<file path="config.mk">
export PLATFORM = sky130hd
export DESIGN_NAME = prbs_gen_par
export DESIGN_NICKNAME = d
export VERILOG_FILES = /design/src/rtl/prbs_gen_par.sv
export SDC_FILE = /design/constraint.sdc
export NUM_CORES = 1
export LEC_CHECK = 0
export ABC_AREA = 1
export ABC_CLOCK_PERIOD_IN_PS = 3600
export CAP_MARGIN = 10
export CORE_MARGIN = 4
export CORE_UTILIZATION = 49
export DETAILED_ROUTE_END_ITERATION = 7
export PLACE_DENSITY = 0.75
export SLEW_MARGIN = 15
export SYNTH_ARGS = -nofsm -noshare
export SYNTH_HDL_FRONTEND = slang
export SYNTH_SLANG_ARGS = --single-unit
</file>
<file path="constraint.sdc">
create_clock -name clk -period 3.6 [get_ports clk]
set_input_delay 0.72 -clock clk [delete_from_list [all_inputs] [get_ports clk]]
set_output_delay 0.72 -clock clk [all_outputs]
set_load 0.02 [all_outputs]
</file>
<file path="src/rtl/prbs_gen_par.sv">
// Parallel multi-polynomial Fibonacci PRBS generator: DATA_W bits per accepted word,
// run-time polynomial select, seed load, valid/ready output and single-word error injection.
module prbs_gen_par #(
  parameter int DATA_W = 8
) (
  input  logic              clk,
  input  logic              reset,
  input  logic              en,
  input  logic [2:0]        mode,
  input  logic              seed_load,
  input  logic [30:0]       seed,
  input  logic              err_inj,
  output logic [DATA_W-1:0] out_data,
  output logic              out_valid,
  input  logic              out_ready,
  output logic [31:0]       word_cnt
);

  logic [30:0]       lfsr_reg;
  logic [2:0]        mode_reg;
  logic              err_pend_reg;
  logic [DATA_W-1:0] out_data_reg;
  logic              out_valid_reg;
  logic [31:0]       word_cnt_reg;

  // Codes 5-7 fall into the default branch and behave as PRBS31.
  function automatic logic [30:0] poly_mask(input logic [2:0] m);
    case (m)
      3'd0:    poly_mask = 31'h0000_007F;
      3'd1:    poly_mask = 31'h0000_01FF;
      3'd2:    poly_mask = 31'h0000_7FFF;
      3'd3:    poly_mask = 31'h007F_FFFF;
      default: poly_mask = 31'h7FFF_FFFF;
    endcase
  endfunction

  logic [4:0]  len_m1;
  logic [4:0]  tap_m1;
  logic [30:0] act_mask;

  always_comb begin
    len_m1   = 5'd30;
    tap_m1   = 5'd27;
    act_mask = poly_mask(mode_reg);
    case (mode_reg)
      3'd0:    begin len_m1 = 5'd6;  tap_m1 = 5'd5;  end
      3'd1:    begin len_m1 = 5'd8;  tap_m1 = 5'd4;  end
      3'd2:    begin len_m1 = 5'd14; tap_m1 = 5'd13; end
      3'd3:    begin len_m1 = 5'd22; tap_m1 = 5'd17; end
      default: begin len_m1 = 5'd30; tap_m1 = 5'd27; end
    endcase
  end

  // Unrolled chain: element gi is the LFSR state after gi single-bit steps.
  logic [DATA_W:0][30:0] chain;
  logic [DATA_W-1:0]     word_next;

  assign chain[0] = lfsr_reg;

  for (genvar gi = 0; gi < DATA_W; gi++) begin : g_step
    logic step_bit;
    assign step_bit                = chain[gi][len_m1] ^ chain[gi][tap_m1];
    assign chain[gi+1]             = {chain[gi][29:0], step_bit} & act_mask;
    assign word_next[DATA_W-1-gi]  = step_bit;
  end

  logic              adv;
  logic [DATA_W-1:0] word_out;
  logic [30:0]       seed_masked;
  logic [30:0]       seed_state;

  always_comb begin
    adv      = en & (~out_valid_reg | out_ready) & ~seed_load;
    word_out = word_next;
    word_out[DATA_W-1] = word_next[DATA_W-1] ^ (err_pend_reg | err_inj);
    seed_masked = seed & poly_mask(mode);
    // An all-zero state would lock the LFSR, so substitute all ones.
    seed_state  = (seed_masked == 31'd0) ? poly_mask(mode) : seed_masked;
  end

  always_ff @(posedge clk) begin
    if (reset) begin
      lfsr_reg      <= 31'h0000_007F;
      mode_reg      <= 3'd0;
      err_pend_reg  <= 1'b0;
      out_data_reg  <= '0;
      out_valid_reg <= 1'b0;
      word_cnt_reg  <= 32'd0;
    end else begin
      if (out_valid_reg && out_ready) begin
        word_cnt_reg <= word_cnt_reg + 32'd1;
      end
      if (seed_load) begin
        lfsr_reg      <= seed_state;
        mode_reg      <= mode;
        out_valid_reg <= 1'b0;
        err_pend_reg  <= 1'b0;
      end else if (adv) begin
        lfsr_reg      <= chain[DATA_W];
        out_data_reg  <= word_out;
        out_valid_reg <= 1'b1;
        err_pend_reg  <= 1'b0;
      end else begin
        if (!en && out_valid_reg && out_ready) begin
          out_valid_reg <= 1'b0;
        end
        if (err_inj) begin
          err_pend_reg <= 1'b1;
        end
      end
    end
  end

  assign out_data  = out_data_reg;
  assign out_valid = out_valid_reg;
  assign word_cnt  = word_cnt_reg;

endmodule
</file>
=== Word-level counts from Yosys, hierarchy flattened ===
Index checks and enable logic that the tools add are counted.

* Register bits after elaboration: 76
* Latch bits: 0
* Memory bits (writable): 0
* ROM bits: 0
* Input bits: 40
* Logic and storage cells: 92
* Memories: 0

* Add/sub/neg operators: 1
* Multiply operators: 0
* Div/mod/pow operators: 0
* Order comparisons: 2
* Equality and inequality tests: 6
* Shift operators: 0
* Mux-type cells: 41
* Bitwise gates (word level): 24
* Reductions and logical operators: 12

{| class="wikitable"
|+ Operators by type and width
! operator !! count
|-
| 31-bit AND || 9
|-
| 31-bit one-hot mux with 4 select lines || 2
|-
| 31-bit 2-to-1 mux || 3
|-
| 1-bit binary-select mux with 5-bit select || 16
|-
| 5-bit one-hot mux with 4 select lines || 2
|-
| 32-bit by 1-bit adder with 32-bit output, second input constant || 1
|-
| 31-bit logical NOT || 1
|-
| 1-bit 2-to-1 mux || 18
|-
| 3-bit by 2-bit == test with 1-bit output, second input constant || 4
|-
| 5-bit by 6-bit < comparator with 1-bit output, second input constant || 2
|-
| 1-bit XOR || 9
|-
| 3-bit by 1-bit == test with 1-bit output, second input constant || 2
|-
| 3-bit logical NOT || 2
|-
| 2-bit nonzero test || 2
|-
| 1-bit logical AND || 3
|-
| 3-bit OR reduction || 1
|-
| 1-bit AND || 2
|-
| 1-bit NOT || 2
|-
| 1-bit bitwise OR || 2
|-
| 2-bit AND reduction || 1
|-
| 2-bit OR reduction || 1
|-
| 1-bit logical NOT || 1
|}

=== Logic depth before layout (Yosys ltp) ===
* Word-level depth: 36
* Depth in mapped cells: 22

=== Worst setup path after synthesis ===
No wires, ideal clock.

* Kind: input port to flip-flop
* Start point: in out_ready
* End point: reg word_cnt_reg[30] (netlist: word_cnt[30])
* Setup time: 0.115 ns
* Arrival time: 2.335 ns
* Path slack: 1.150 ns
* Stages: 17
* Buffers on the path: 0
* Cell sequence: nand2_1 > inv_2 > nand2_2 > nor2_2 > inv_2 > nor2_4 > inv_2 > nor2_4 > inv_2 > nor2_2 > nand2_1 > or4_4 > nor2_4 > inv_1 > nor2_1 > a21oi_1 > o21a_1

* Longest elaborated chain between the ends: 1

{| class="wikitable"
|+ RTL lines
! item !! line !! text
|-
| start: declaration || 15 || <nowiki>input logic out_ready,</nowiki>
|-
| 1-bit logical AND || 90 || <nowiki>if (out_valid_reg && out_ready) begin</nowiki>
|-
| end signal: assignment || 91 || <nowiki>word_cnt_reg <= word_cnt_reg + 32'd1;</nowiki>
|-
| end: declaration || 24 || <nowiki>logic [31:0] word_cnt_reg;</nowiki>
|}

No other way between the ends.
A chain may end at the register's enable or synchronous reset.

=== Worst setup path after layout ===
* Start point: reg mode_reg[0]
* End point: reg out_data_reg[2] (netlist: out_data[2])

* Longest elaborated chain between the ends: 25
* Elaborated cells between the ends (all ways): 42
* Those cells by class: eq/ne (3); mux (27); bitwise (11); reduce/logical (1)

{| class="wikitable"
|+ RTL lines
! item !! line !! text
|-
| start: declaration || 20 || <nowiki>logic [2:0] mode_reg;</nowiki>
|-
| start signal: assignment || 95 || <nowiki>mode_reg <= mode;</nowiki>
|-
| 3-bit by 2-bit == test with 1-bit output (tied with other cells) || 28, 45 ||
|-
| 5-bit one-hot mux with 4 select lines || 45 || <nowiki>case (mode_reg)</nowiki>
|-
| 1-bit binary-select mux with 5-bit select || 62 || <nowiki>assign step_bit = chain[gi][len_m1] ^ chain[gi][tap_m1];</nowiki>
|-
| 1-bit 2-to-1 mux (implied by the code) || 62 ||
|-
| 1-bit XOR || 62 ||
|-
| 31-bit AND || 63 || <nowiki>assign chain[gi+1] = {chain[gi][29:0], step_bit} & act_mask;</nowiki>
|-
| 1-bit binary-select mux with 5-bit select || 62 ||
|-
| 1-bit 2-to-1 mux (implied by the code) || 62 ||
|-
| [9 not listed] || -- ||
|-
| 31-bit AND || 63 ||
|-
| 1-bit binary-select mux with 5-bit select || 62 ||
|-
| 1-bit 2-to-1 mux (implied by the code) || 62 ||
|-
| 1-bit XOR || 62 ||
|-
| 31-bit AND || 63 ||
|-
| 1-bit binary-select mux with 5-bit select || 62 ||
|-
| 1-bit 2-to-1 mux (implied by the code) || 62 ||
|-
| 1-bit XOR (*) || 62 ||
|-
| end signal: assignment || 100 || <nowiki>out_data_reg <= word_out;</nowiki>
|-
| end: declaration || 22 || <nowiki>logic [DATA_W-1:0] out_data_reg;</nowiki>
|}

Every way passes the cells marked *; elsewhere a longest branch is shown, timed or not. The select of a mux whose other input is x is not followed.

==> impl_metrics.tcl <==
set metrics [dict create \
    status "completed" \
    sw_frac_of_total_pct 31.5 \
    netlist_instances 644 \
    stdcell_count 830 \
    p_per_area_mw_per_mm2 364 \
    synth-xor-area-share_pct 3.12 \
    setup_viol 0 \
    end_kind "flop" \
    crit_required_ps 3890 \
    ys_seq_area_share_pct 34.2 \
    synthArstFlopShare_pct 0 \
    synth_area_per_cell_sq_um 6.91 \
    synth_compound_area_share_pct 23.9 \
    hpwlAfterDp_microns 11200 \
    cts-root-buf "clkbuf_8" \
    ys_types 51 \
    seqPwrFrac_pct 45.2 \
    ios 81 \
    synth_mux_area_share_pct 0 \
    synth_largest_area_cell "dfxtp_1" \
    largest_register_ffs 32 \
    slew_headroom_pct 35.1 \
    final_nets 759 \
    p_switching_mw 0.635 \
    grt_max_degree 46 \
    area_growth_syn_to_layout_pct 24.4 \
    p_int_mw 1.38 \
    coreArea_sq_mm 0.00876 \
    gp_congestion 0.981 \
    vias_per_cell 5.76 \
    synth-edff-count 0 \
    ys.flop_type "dfxtp_1" \
    period_minus_slack_ps 2830 \
    drive_above_1_share_pct 9.42 \
    cts_tree "yes" \
    synth_top_family_by_area "simple AND/OR/NAND/NOR gates" \
    clock_sinks 76 \
    holdBufCountCts 0 \
    hp-class "reg -> reg" \
    antenna_found_initial 0 \
    clk_pin_slew_worst_paths_ps 90 \
    grt_pass1_wl_microns 23100 \
    fin_crit_sh_pct 78.6 \
    io_buffers 80 \
    worst-path-max-fanout 10 \
    cap_violations 0 \
    skew_ps 12.1 \
    power.share.clock_pct 32.6 \
    slew_violations 0 \
    hold_viol_final 0 \
    num_rows 34 \
    cts_made_buffers 9 \
    vias 4782 \
    wl_microns 14500 \
    max_freq_mhz 353 \
    synth_area_leaders "dfxtp_1 (34%), nand2_1 (11%), inv_1 (5.5%)" \
    start_util_pct 50.8 \
    postRouteAntennaNets 0 \
    dpl.cell_count 815 \
    utilization_pct 63.2 \
    worstSkewPairLatency_ps 360 \
    nFillCells 788 \
    overflow 0 \
    cts.path.max_buffers 2 \
    worstSetupPathType "reg -> reg" \
    syn_nets 685 \
    rr_worst_depth 14 \
    ir_drop_v 0.000191 \
    yosys.area_share.adder_pct 0.281 \
    min_path_cells 2 \
    grt_pass1_vias 4648 \
    post-route-drc-count 0 \
    antennaDiodeCount 0 \
    synth.top_cell.area_share_pct 34.2 \
    p_leak_nw 2.04 \
    post_cts_buffers 0 \
    grt_usage_pct 28.0 \
    cp-start-kind "flop" \
    yosysWarnings 0 \
    arrival_ps 3120 \
    fin_tns_setup_ps 0 \
    synth_seq_cells 76 \
    drtIter0Drc 351 \
    comb_power_share_pct 22.2 \
    rsz0062_at_grt "false" \
    synth.cell_area_sq_mm 0.00445 \
    yosys.area_share.simple_pct 29.2 \
    firstDrtPassIters 5 \
    die_h_microns 103 \
    die_w_microns 103 \
    htree_levels 3 \
    tightest_slew_ps 972 \
    die-area_sq_mm 0.0107 \
    post_cts_resize_count 0 \
    routedWlPerCell_microns 17.5 \
]
## cells by family after synthesis
family / after synthesis
simple gates: 280
compound gates: 168
buf+inv: 104
flops: 76
xor+xnor: 15
fa+ha+maj: 1
## cell usage after synthesis (all sizes together) (3+ instances only)
master and n:
a21oi 47, nor4 8, or2 5, clkbuf 18, o2111ai 5, o21ai 39, buf 8, o21bai 8
dfxtp 76, a22oi 6, a32oi 5, nor3 10, a31oi 18, o221ai 3, nand3 23, inv 78
nand4 15, xor2 11, nor2 72, o211ai 26, nand2 142, xnor2 4, o21a 3
## power by group through the flow
stage	Combinational, mW	Sequential, mW	Clock, mW
floorplan	0.277	0.927	0
finish	0.448	0.911	0.658
CTS	0.443	0.910	0.666
global route	0.490	0.914	0.702
detailed placement	0.441	0.929	0
global placement	0.440	0.929	0
## layer usage
metal  up-vias  wire length [microns]  track usage, %
li1       2338                      -               -
met1      2204                   6110            36.1
met2       206                   6930            46.0
met3        34                   1080            6.71
met4         0                    399            9.66
met5         -                      0               0
## path summary, 6_finish.rpt
check         startpoint          end  slack (ps)
max          mode_reg[0]  out_data[2]         770
max reg2reg  mode_reg[0]  out_data[2]         770
min          out_data[4]  out_data[4]         470
min reg2reg  out_data[4]  out_data[4]         470
## cell type report
type	instances	area (sq um)	area share [%]
Clock buffer	10	138	2.49
Timing Repair Buffer	89	881	15.9
Inverter	78	293	5.29
Sequential cell	76	1520	27.5
Clock inverter	5	52.6	0.949
Tap cell	108	135	2.44
Multi-Input combinational cell	464	2520	45.4
## through the flow
stage	worst slack, ps	total power, mW	cell area (sq um)	hold slack [ps]
2_1_floorplan	1150	1.20	4450	464
3_3_place_gp	469	1.37	5350	454
4_1_cts	793	2.02	5540	472
5_1_grt	412	2.11	5540	499
6_report	770	2.02	5540	469
3_5_place_dp	429	1.37	5350	460
## worst max-delay path: stages (launching register included)
cell      delay, ps
dfxtp_1         660
inv_1           200
nand2_2         190
nand2_1         210
a21oi_1         200
o221ai_1        120
o21ai_0         140
xor2_1          310
nand3_1         110
nand3_1         100
nand2_1          50
nand2_1         100
xnor2_1         140
nand2_1         100
a21oi_1         130
## cells in the final DEF, fill, tap and decap left out, types with 10 or more instances in the layout
cell and count:
nand2_1 136, nor2_1 65, xor2_1 10, inv_1 65, a31oi_1 17, nand4_1 15
clkdlybuf4s50_1 80, a21oi_1 46, o211ai_1 24, nand3_1 20, dfxtp_1 76, inv_2 13
o21ai_0 35, clkbuf_8 10
No activity file was read; power rests on OpenSTA's default activity.
==> patch: new RTL, config.mk and constraints unchanged <==
`DATA_W`: 8 -> 12.
--- a/src/rtl/prbs_gen_par.sv
+++ b/src/rtl/prbs_gen_par.sv
@@ -1,7 +1,7 @@
 // Parallel multi-polynomial Fibonacci PRBS generator: DATA_W bits per accepted word,
 // run-time polynomial select, seed load, valid/ready output and single-word error injection.
 module prbs_gen_par #(
-  parameter int DATA_W = 8
+  parameter int DATA_W = 12
 ) (
   input  logic              clk,
   input  logic              reset,
Interface: changed (resized out_data); port bits go from 81 to 85. No check against the original RTL was run, so the function may have changed too.
==> patch against the original RTL <==
Utilization rose by 0.077 points; critical endpoint is now lfsr_reg[9]; power rose by 17%; worst setup slack got worse by 200 ps; die area rose by 12%; final area rose by 13%; non-clock buffer count rose by 15; sequential cell count rose by 4; wire length rose by 34%; synthesized area rose by 13%; global-route usage rose by 5.4 points.
==> patch: results <==
[outcome]
status = "finished clean"

[finish]
buf_share_pct = 15.9
drive_above_1_share_pct = 8.05
inv_count = 109
multi_input_cells = 561
final_net_count = 906
clock_cell_area_share_pct = 3.43
multi_input_area_share_pct = 45.8

[global_route]
grt_pass1_wl_microns = 30600
met1_usage_pct = 43.5
met3_usage_pct = 6.69
grt_max_degree = 42

[routing]
drt_iter0_drc = 486
num_vias = 5915
wl_met2_microns = 8870

[synth]
synth_cells = 781
synth_fa_ha_area_share_pct = 0.249
synth_xor_area_share_pct = 2.39

[power]
p_leak_nw = 2.49

[sta]
skew_ps = 11.0

[critical_path]
worstPathMaxFanout = 12
crit_family = "buffers and inverters"
max_stage_delay_ps = 530
crit_arrival_ps = 3300

[place]
place_ws_ps = 259
-- patch: cell types whose count changed after synthesis, sizes merged, moves of 5 or more --
cell	before	now
nand2	142	182
inv	78	109
o21ai	39	67
nand3	23	50
a21oi	47	62
o211ai	26	12
nor2	72	82
nor4	8	15
o21bai	8	1
nand4	15	10
nor3	10	15
or2	5	0
-- patch: logic make-up after synthesis --
logic type                 after synthesis
xor gates and xnor gates                12
DFF                                     80
AOI/OAI and AO/OA                      189
buffers and inverters                  140
and+or+nand+nor                        359
adders and majority gates                1
-- patch: final timing paths --
| check | start | end | slack, ps | cells after the start |
|---|---|---|---|---|
| max | mode[1] | lfsr_reg[9] | 570 | 15 |
| min | out_data[4] | out_data[4] | 470 | 2 |
| max reg2reg | mode_reg[0] | out_data[4] | 610 | 15 |
| min reg2reg | out_data[4] | out_data[4] | 470 | 2 |
